<file path="src/rtl/io_pkg.sv">
// Shared definitions for the CPU I/O responder: FSM states, op codes and
// converter sizing.
package io_pkg;

  typedef enum logic [1:0] {
    IDLE     = 2'd0,
    WAIT_BTN = 2'd1,
    CONVERT  = 2'd2,
    LOAD     = 2'd3
  } state_t;

  localparam logic [1:0] OP_NONE  = 2'b00;
  localparam logic [1:0] OP_READ  = 2'b01;
  localparam logic [1:0] OP_WRITE = 2'b10;

  // Largest value the three-digit display can show.
  localparam int MAX_DISPLAY = 999;

  // Converter sizing: 10 binary bits in, three BCD digits out.
  localparam int BIN_W = 10;
  localparam int BCD_W = 12;
  localparam int CNT_W = 4;

endpackage

</file>
<file path="src/rtl/bin2bcd_seq.sv">
// Iterative binary-to-BCD converter (double dabble), one input bit per
// cycle, MSB first. A start pulse loads the operand; done is high during
// the cycle whose closing edge performs the final shift, so bcd holds the
// complete result from the following cycle until the next start.
module bin2bcd_seq
  import io_pkg::*;
(
  input  logic             clock,
  input  logic             reset,
  input  logic             start,
  input  logic [BIN_W-1:0] bin,
  output logic             done,
  output logic [BCD_W-1:0] bcd
);

  logic [BIN_W-1:0] bin_q, bin_d;
  logic [BCD_W-1:0] bcd_q, bcd_d;
  logic [CNT_W-1:0] cnt_q, cnt_d;
  logic             busy_q, busy_d;

  // Add 3 to every BCD digit that is 5 or more, ahead of the left shift.
  function automatic logic [BCD_W-1:0] dabble_adjust(input logic [BCD_W-1:0] v);
    logic [BCD_W-1:0] r;
    for (int i = 0; i < BCD_W / 4; i++) begin
      r[4*i +: 4] = (v[4*i +: 4] >= 4'd5) ? (v[4*i +: 4] + 4'd3) : v[4*i +: 4];
    end
    return r;
  endfunction

  // Next-state: load on start, otherwise shift one bit per cycle while busy.
  always_comb begin
    bin_d  = bin_q;
    bcd_d  = bcd_q;
    cnt_d  = cnt_q;
    busy_d = busy_q;
    if (start) begin
      bin_d  = bin;
      bcd_d  = '0;
      cnt_d  = CNT_W'(BIN_W);
      busy_d = 1'b1;
    end else if (busy_q) begin
      // Operands never exceed 999, so the bit shifted out of the top is 0.
      bcd_d = BCD_W'({dabble_adjust(bcd_q), bin_q[BIN_W-1]});
      bin_d = {bin_q[BIN_W-2:0], 1'b0};
      cnt_d = cnt_q - CNT_W'(1);
      if (cnt_q == CNT_W'(1)) begin
        busy_d = 1'b0;
      end
    end
  end

  // Converter registers, cleared by reset so an interrupted conversion is lost.
  always_ff @(posedge clock or posedge reset) begin
    if (reset) begin
      bin_q  <= '0;
      bcd_q  <= '0;
      cnt_q  <= '0;
      busy_q <= 1'b0;
    end else begin
      bin_q  <= bin_d;
      bcd_q  <= bcd_d;
      cnt_q  <= cnt_d;
      busy_q <= busy_d;
    end
  end

  assign done = busy_q && (cnt_q == CNT_W'(1));
  assign bcd  = bcd_q;

endmodule

</file>
<file path="src/rtl/io_responder.sv">
// CPU-facing I/O responder: a read waits for a fresh push-button press and
// returns the synchronized switches; a write converts the value to three
// BCD display digits (or shows 999 with overflow when it does not fit).
// The CPU stalls while any operation is in progress.
module io_responder
  import io_pkg::*;
#(
  parameter int SW_WIDTH   = 10,
  parameter int DATA_WIDTH = 32
) (
  input  logic                  clock,
  input  logic                  reset,
  input  logic                  io_req,
  input  logic [1:0]            io_op,
  input  logic [DATA_WIDTH-1:0] wr_data,
  input  logic                  button,
  input  logic [SW_WIDTH-1:0]   switches,
  output logic [DATA_WIDTH-1:0] rd_data,
  output logic                  rd_valid,
  output logic                  stall,
  output logic                  overflow,
  output logic [3:0]            unidade,
  output logic [3:0]            dezena,
  output logic [3:0]            centena
);

  state_t                state_q, state_d;
  logic                  btn_meta_q, btn_meta_d;
  logic                  btn_sync_q, btn_sync_d;
  logic                  btn_prev_q, btn_prev_d;
  logic [SW_WIDTH-1:0]   sw_meta_q, sw_meta_d;
  logic [SW_WIDTH-1:0]   sw_sync_q, sw_sync_d;
  logic [DATA_WIDTH-1:0] rd_data_q, rd_data_d;
  logic                  rd_valid_q, rd_valid_d;
  logic                  stall_q, stall_d;
  logic                  overflow_q, overflow_d;
  logic [3:0]            unidade_q, unidade_d;
  logic [3:0]            dezena_q, dezena_d;
  logic [3:0]            centena_q, centena_d;

  logic                  press;
  logic                  accept;
  logic                  wr_big;
  logic                  conv_start;
  logic                  conv_done;
  logic [BCD_W-1:0]      conv_bcd;

  assign press      = btn_sync_q & ~btn_prev_q;
  assign accept     = io_req && (state_q == IDLE) && ((io_op == OP_READ) || (io_op == OP_WRITE));
  assign wr_big     = wr_data > DATA_WIDTH'(MAX_DISPLAY);
  assign conv_start = accept && (io_op == OP_WRITE) && !wr_big;

  bin2bcd_seq u_bin2bcd (
    .clock (clock),
    .reset (reset),
    .start (conv_start),
    .bin   (wr_data[BIN_W-1:0]),
    .done  (conv_done),
    .bcd   (conv_bcd)
  );

  // Next-state and output register values for the FSM and synchronizers.
  always_comb begin
    state_d    = state_q;
    btn_meta_d = button;
    btn_sync_d = btn_meta_q;
    btn_prev_d = btn_sync_q;
    sw_meta_d  = switches;
    sw_sync_d  = sw_meta_q;
    rd_data_d  = rd_data_q;
    rd_valid_d = 1'b0;
    overflow_d = overflow_q;
    unidade_d  = unidade_q;
    dezena_d   = dezena_q;
    centena_d  = centena_q;
    unique case (state_q)
      IDLE: begin
        if (accept) begin
          if (io_op == OP_READ) begin
            // Any press up to and including this edge is deliberately ignored.
            state_d = WAIT_BTN;
          end else if (wr_big) begin
            overflow_d = 1'b1;
            unidade_d  = 4'd9;
            dezena_d   = 4'd9;
            centena_d  = 4'd9;
          end else begin
            overflow_d = 1'b0;
            state_d    = CONVERT;
          end
        end
      end
      WAIT_BTN: begin
        if (press) begin
          rd_data_d  = DATA_WIDTH'(sw_sync_q);
          rd_valid_d = 1'b1;
          state_d    = IDLE;
        end
      end
      CONVERT: begin
        if (conv_done) begin
          state_d = LOAD;
        end
      end
      LOAD: begin
        unidade_d = conv_bcd[3:0];
        dezena_d  = conv_bcd[7:4];
        centena_d = conv_bcd[11:8];
        state_d   = IDLE;
      end
      default: state_d = IDLE;
    endcase
    stall_d = (state_d != IDLE);
  end

  // All FSM state, synchronizers and registered outputs.
  always_ff @(posedge clock or posedge reset) begin
    if (reset) begin
      state_q    <= IDLE;
      btn_meta_q <= 1'b0;
      btn_sync_q <= 1'b0;
      btn_prev_q <= 1'b0;
      sw_meta_q  <= '0;
      sw_sync_q  <= '0;
      rd_data_q  <= '0;
      rd_valid_q <= 1'b0;
      stall_q    <= 1'b0;
      overflow_q <= 1'b0;
      unidade_q  <= 4'd0;
      dezena_q   <= 4'd0;
      centena_q  <= 4'd0;
    end else begin
      state_q    <= state_d;
      btn_meta_q <= btn_meta_d;
      btn_sync_q <= btn_sync_d;
      btn_prev_q <= btn_prev_d;
      sw_meta_q  <= sw_meta_d;
      sw_sync_q  <= sw_sync_d;
      rd_data_q  <= rd_data_d;
      rd_valid_q <= rd_valid_d;
      stall_q    <= stall_d;
      overflow_q <= overflow_d;
      unidade_q  <= unidade_d;
      dezena_q   <= dezena_d;
      centena_q  <= centena_d;
    end
  end

  assign rd_data  = rd_data_q;
  assign rd_valid = rd_valid_q;
  assign stall    = stall_q;
  assign overflow = overflow_q;
  assign unidade  = unidade_q;
  assign dezena   = dezena_q;
  assign centena  = centena_q;

endmodule

</file>
<file path="config.mk">
export PLATFORM = sky130hd
export DESIGN_NAME = io_responder
export DESIGN_NICKNAME = d
export VERILOG_FILES = /design/src/rtl/io_pkg.sv /design/src/rtl/bin2bcd_seq.sv /design/src/rtl/io_responder.sv
export SDC_FILE = /design/constraint.sdc
export NUM_CORES = 1
export LEC_CHECK = 0
export ABC_AREA = 1
export CORE_UTILIZATION = 39
export DETAILED_ROUTE_END_ITERATION = 6
export GPL_TIMING_DRIVEN = 1
export PLACE_DENSITY = 0.67
export SLEW_MARGIN = 30
export SYNTH_ARGS = -nofsm -noshare
export SYNTH_HDL_FRONTEND = slang
export SYNTH_SLANG_ARGS = --single-unit
export TNS_END_PERCENT = 30
</file>
<file path="constraint.sdc">
create_clock -name clock -period 7.7 [get_ports clock]
set_input_delay 1.925 -clock clock [delete_from_list [all_inputs] [get_ports clock]]
set_output_delay 1.925 -clock clock [all_outputs]
set_load 0.01 [all_outputs]
</file>
# == After elaboration in Yosys (flattened, before gate mapping) ==
# Index checks and enable logic that the tools add are counted.
# W data, S select, Z words.
# totals
ff_bits,77
in_bits,48
word_cells,78
# op_classes
bitwise,3
n_addsub,4
order_cmp,4
reduce_logical,14
n_mux,27
n_eq_ne,9
# op_table
op,count
$gt A32 B10 Y1 const B,1
$mux W4,7
$mux W12,2
$pmux W4 S2,3
$mux W10,2
$ge A4 B3 Y1 const B,3
$mux W2,5
$add A4 B2 Y4 const B,2
$pmux W2 S4,1
$eq A2 B2 Y1 const B,3
$mux W1,6
$ne A2 B2 Y1 const B,3
$reduce_bool A2 Y1,3
$logic_and A1 B1 Y1,5
$eq A2 B1 Y1 const B,2
$eq A4 B1 Y1 const B,1
$reduce_and A4 Y1,1
$sub A4 B1 Y4 const B,1
$add A3 B2 Y3 const B,1
$mux W3,1
$reduce_and A3 Y1,1
$logic_not A2 Y1,1
$not A1 Y1,2
$reduce_and A2 Y1,1
other kinds (3),3

# == Longest topological paths before layout ==
# depth
word_depth,6
ltp_mapped,11
mapped_depth_nobuf,11

# == Hierarchy ==
# From an unflattened synthesis, not the netlist that was laid out.
# unflattened
cells_unflattened,379
hier_area_um2,3464.6
# modules_own_cells
module,n_inst,area_per_inst_um2,cells_per_inst
io_responder,1,2015.7,208
bin2bcd_seq,1,1448.9,171

# == Worst setup path before layout ==
# Ideal clock, no wire load.
# synth_timing
kind,input-to-reg
from,in io_op[0]
to,reg centena_q[0] (netlist: centena[0])
path_buffers,1
cell_stages,8
slack_ps,4689
setup_time_ps,117
t_required_ps,7583
t_arrival_ps,2894
cell_sequence,inv_1 -> ha_1 -> nand3b_1 -> nor2_1 -> o21ai_2 -> buf_6 -> nand3_1 -> nand2_1
# synth_via
elab_chain_cells,5
# synth_rtl
element,line_no,text
start: declaration,io_responder.sv:14,"input logic [1:0] io_op,"
$eq A2 B1 Y1 / $eq A2 B2 Y1 (equally long branches),"io_responder.sv:49, io_responder.sv:79",
$logic_or A1 B1 Y1,io_responder.sv:49,assign accept = io_req && (state_q == IDLE) && ((io_op == OP_READ) || (io_op == OP_WRITE));
$logic_and A1 B1 Y1,io_responder.sv:49,
$ne A2 B2 Y1 (no line),n/a,
$reduce_and A4 Y1 (no line) (*),n/a,
end signal: assignment,io_responder.sv:145,centena_q <= centena_d;
end: declaration,io_responder.sv:39,"logic [3:0] centena_q, centena_d;"
# Every way passes the cells marked *; elsewhere a longest branch is shown, timed or not.
# A chain may end at the register's enable or synchronous reset.

# == Worst setup path after layout ==
# layout_timing
from,in wr_data[28]
to,reg u_bin2bcd.bin_q[0]
# layout_via
elab_chain_cells,4
# layout_rtl
element,line_no,text
start: declaration,io_responder.sv:15,"input logic [DATA_WIDTH-1:0] wr_data,"
$gt A32 B10 Y1 (*),io_responder.sv:50,assign wr_big = wr_data > DATA_WIDTH'(MAX_DISPLAY);
$logic_not A1 Y1 (*),io_responder.sv:51,assign conv_start = accept && (io_op == OP_WRITE) && !wr_big;
$logic_and A1 B1 Y1 (*),io_responder.sv:51,
$mux W10 / $reduce_bool A2 Y1 (equally long branches),n/a,
end signal: assignment,bin2bcd_seq.sv:60,bin_q <= bin_d;
end: declaration,bin2bcd_seq.sv:16,"logic [BIN_W-1:0] bin_q, bin_d;"
# Marked as above.

==> report_table.html <==
<table>
<tr><th>Metric</th><th>Value</th></tr>
<tr><th colspan="2">Global route</th></tr>
<tr><td>Pin count of the biggest net entering global routing</td><td>78</td></tr>
<tr><td>Number of global-route vias before repair</td><td>2,751</td></tr>
<tr><td>Overflow after GRT</td><td>0</td></tr>
<tr><td>All-Layer GR Usage</td><td>15.4%</td></tr>
<tr><td>Number of antenna violations at the first check in global routing</td><td>0</td></tr>
<tr><td>First-pass GRT wire length</td><td>11.8 mm</td></tr>
<tr><th colspan="2">Route</th></tr>
<tr><td>First-pass iteration count of the detailed router</td><td>6</td></tr>
<tr><td>Drt first-iter violations</td><td>134</td></tr>
<tr><td>Ratio of routed vias to standard cells</td><td>4.59</td></tr>
<tr><td>Number of antenna-violating nets in the routed design</td><td>0</td></tr>
<tr><td>Average wire length per cell after detail routing</td><td>11.1 um</td></tr>
<tr><td>Total number of vias</td><td>2,773</td></tr>
<tr><td>Remaining design rule violation count</td><td>18</td></tr>
<tr><td>Routed wire length</td><td>6.68 mm</td></tr>
<tr><th colspan="2">Synthesis</th></tr>
<tr><td>Count of warnings emitted by yosys</td><td>0</td></tr>
<tr><td>Top_reg_cell synth</td><td>dfrtp_1</td></tr>
<tr><td>Distinct cell type count of the synthesized netlist</td><td>28</td></tr>
<tr><td>Avg Inst Size Synth</td><td>8.50 um^2</td></tr>
<tr><td>Post-synthesis sequential area ratio</td><td>53.8%</td></tr>
<tr><td>Share of flip-flops with an asynchronous set or reset</td><td>100%</td></tr>
<tr><td>#FFs+latches synth</td><td>77</td></tr>
<tr><td>Netlist area before placement</td><td>3580 um^2</td></tr>
<tr><td>Number of enable-type register cells in the synthesized netlist</td><td>0</td></tr>
<tr><td>Number of instances in the synthesized netlist</td><td>421</td></tr>
<tr><th colspan="2">Clock tree</th></tr>
<tr><td>Clock-pin slew on the worst setup and hold paths</td><td>0.08 ns</td></tr>
<tr><td>Count of cells resized by post-cts repair</td><td>0</td></tr>
<tr><td>Largest buffer count on any clock path</td><td>2</td></tr>
<tr><td>Clock network latency to the later pin of the worst-skew pair</td><td>0.35 ns</td></tr>
<tr><td>Quantity of hold-fixing buffers added after cts</td><td>0</td></tr>
<tr><td>Clock sinks</td><td>77</td></tr>
<tr><td>Post-CTS repair timing setup buffer count</td><td>0</td></tr>
<tr><td>Clock root buffer master</td><td>clkbuf_8</td></tr>
<tr><td>Clock tree from TritonCTS</td><td>done</td></tr>
<tr><td>Number of levels in the clock H-tree</td><td>3</td></tr>
<tr><td>CTS buffer count</td><td>9</td></tr>
<tr><th colspan="2">Worst setup path</th></tr>
<tr><td>Worst EP required</td><td>7.99 ns</td></tr>
<tr><td>Category of the most critical setup path</td><td>input port to flop</td></tr>
<tr><td>Data arrival time of the critical path</td><td>4.00 ns</td></tr>
<tr><td>Crit start category</td><td>input port</td></tr>
<tr><td>Setup crit end kind</td><td>flop</td></tr>
<tr><td>Worst Path Max Fanout</td><td>31</td></tr>
<tr><th colspan="2">Final layout</th></tr>
<tr><td>Antenna Cells</td><td>0</td></tr>
<tr><td>Area occupied by multi-input gates</td><td>1320 um^2</td></tr>
<tr><td>Layout overhead on the synthesized area</td><td>24.5%</td></tr>
<tr><td>Final layout net count</td><td>549</td></tr>
<tr><td>Utilization after layout</td><td>50.6%</td></tr>
<tr><td>Filler cell count in the final layout</td><td>830</td></tr>
<tr><td>Combined flip-flop and latch cell area</td><td>1930 um^2</td></tr>
<tr><td>Share of final-layout standard cells stronger than drive strength 1</td><td>4.64%</td></tr>
<tr><th colspan="2">STA</th></tr>
<tr><td>Crit path time final</td><td>3.71 ns</td></tr>
<tr><td>Final-layout setup total negative slack</td><td>0 ns</td></tr>
<tr><td>Max-slew violation count</td><td>0</td></tr>
<tr><td>Crit path setup slack, layout</td><td>3.99 ns</td></tr>
<tr><td>Worst slew margin relative to its limit</td><td>39.2%</td></tr>
<tr><td>Maximum clock skew at final layout</td><td>0.0109 ns</td></tr>
<tr><td>Peak Freq</td><td>0.270 GHz</td></tr>
<tr><td>Final setup violating endpoints</td><td>0</td></tr>
<tr><td>Setup repair after global routing missed its margin</td><td>false</td></tr>
<tr><td>Final Hold Fails</td><td>0</td></tr>
<tr><td>Final Cycle Share</td><td>48.1%</td></tr>
<tr><td>Pin slew with the least headroom to its limit</td><td>0.912 ns</td></tr>
<tr><th colspan="2">Place</th></tr>
<tr><td>Port Buf Inserts</td><td>72</td></tr>
<tr><td>Post-placement worst setup slack</td><td>3.61 ns</td></tr>
<tr><td>Final weighted congestion of routability-driven global placement</td><td>0.744</td></tr>
<tr><td>Post-detail-place hpwl</td><td>4.67 mm</td></tr>
<tr><th colspan="2">Floorplanning</th></tr>
<tr><td>Die span in x</td><td>97.8 um</td></tr>
<tr><td>Starting Density</td><td>40.7%</td></tr>
<tr><td>Row cnt</td><td>34</td></tr>
<tr><td>Number of primary I/O pins</td><td>95</td></tr>
<tr><td>Die height</td><td>97.8 um</td></tr>
<tr><td>Area enclosed by the die boundary</td><td>9570 um^2</td></tr>
<tr><td>Area of the core region</td><td>8810 um^2</td></tr>
<tr><th colspan="2">Min path</th></tr>
<tr><td>HP Class</td><td>flop to flop</td></tr>
<tr><th colspan="2">Pwr</th></tr>
<tr><td>Leak Pwr</td><td>2.26 nW</td></tr>
<tr><td>Maximum vdd drop</td><td>0.0786 mV</td></tr>
<tr><td>P per Cell Area</td><td>195 nW/um^2</td></tr>
<tr><th colspan="2">Status</th></tr>
<tr><td>Outcome</td><td>finished, violations left</td></tr>
<tr><td>Failing checks</td><td>DRC</td></tr>
<tr><th colspan="2">Job</th></tr>
<tr><td>Number of max-cap violations</td><td>0</td></tr>
</table>
logic make-up (layout without fill, tap and decap cells):
family,after synthesis,count (layout),share of synthesized area (%)
DFF,77,77,53.8
AOI/OAI and AO/OA,25,25,3.88
buffers and inverters,79,133,11.4
xor gates and xnor gates,5,5,1.22
and+or+nand+nor,224,224,26.0
adders and majority gates,10,10,3.50
other,1,22,0.105
registers in the layout (all words and copies together) (netlist names):
signal / cells
btn_meta_q: 1
btn_prev_d: 1
btn_prev_q: 1
centena: 4
dezena: 4
overflow: 1
rd_data: 10
rd_valid: 1
stall: 1
state_q: 2
sw_meta_q: 10
sw_sync_q: 10
u_bin2bcd.bcd: 12
u_bin2bcd.bin_q: 10
u_bin2bcd.busy_q: 1
u_bin2bcd.cnt_q: 4
unidade: 4
where the power goes:
part           internal (W)  leakage (nW)  switching (W)
Combinational     0.0000819          1.22      0.0000627
Clock              0.000119        0.0793       0.000151
Sequential         0.000438         0.960      0.0000160
through the flow:
stage	cells	cell area, um^2	power (W)	hold slack [ns]
floorplan	442	3660	0.000528	0.331
global placement	588	4280	0.000606	0.331
detailed placement	588	4280	0.000609	0.335
CTS	604	4450	0.000881	0.354
global route	604	4460	0.000911	0.358
finish	604	4460	0.000868	0.352
Yosys cell counts (3+ instances only):
| master | number | area share, % |
|---|---|---|
| buf_4 | 25 | 5.2 |
| dfrtp_1 | 77 | 54 |
| buf_2 | 3 | 0.42 |
| nand2_1 | 150 | 16 |
| clkbuf_1 | 5 | 0.52 |
| nand3_1 | 34 | 4.8 |
| inv_1 | 41 | 4.3 |
| nor2_1 | 24 | 2.5 |
| a21oi_1 | 6 | 0.84 |
| o21ai_0 | 13 | 1.8 |
| xor2_1 | 4 | 0.98 |
| nand3b_1 | 9 | 1.9 |
| ha_1 | 10 | 3.5 |
worst max-delay path, stage by stage:
cell and delay [ns]:
clkdlybuf4s50_1 0.39, or2_0 0.21, nor2_1 0.10, nand2_1 0.09, nor2_2 0.36, nand2_2 0.43, inv_1 0.33, nand2_1 0.08
nand2_1 0.08
final timing paths:
| kind | start | to | depth (start not counted) | slack (ns) |
|---|---|---|---|---|
| worst max-delay path | wr_data[28] | u_bin2bcd.bin_q[0] | 9 | 3.99 |
| worst min-delay path | sw_meta_q[0] | sw_sync_q[0] | 0 | 0.35 |
| worst max register to register | u_bin2bcd.busy_q | u_bin2bcd.bcd[7] | 5 | 5.43 |
| worst min register to register | sw_meta_q[0] | sw_sync_q[0] | 0 | 0.35 |
| max in group asynchronous | reset | unidade[3] | 3 | 5.17 |
| min in group asynchronous | reset | rd_valid | 3 | 2.07 |
routing by layer:
layer / track usage, % / wire length [um]
met3: 3.22 / 393
met4: 8.16 / 97
met5: 0 / 0
met2: 26.1 / 3110
met1: 18.5 / 3080
layout by cell type, fill, tap and decap left out, drive strengths merged, types with 9 or more instances in the layout:
cell type and instances:
clkbuf 10, clkdlybuf4s50 72, conb 22, dfrtp 77, ha 10, inv 45, nand2 151, nand3 34
nand3b 9, nor2 25, o21ai 14
cell type report:
| type | instances | share of cell area [%] |
|---|---|---|
| repair buffers | 74 | 16.6 |
| flip-flops and latches | 77 | 43.2 |
| clock buffers | 10 | 2.86 |
| well taps | 108 | 3.03 |
| multi-input cells | 286 | 29.7 |
| clock inverters | 6 | 1.01 |
| inverters | 43 | 3.62 |
Power figures use the tool's default switching activity.
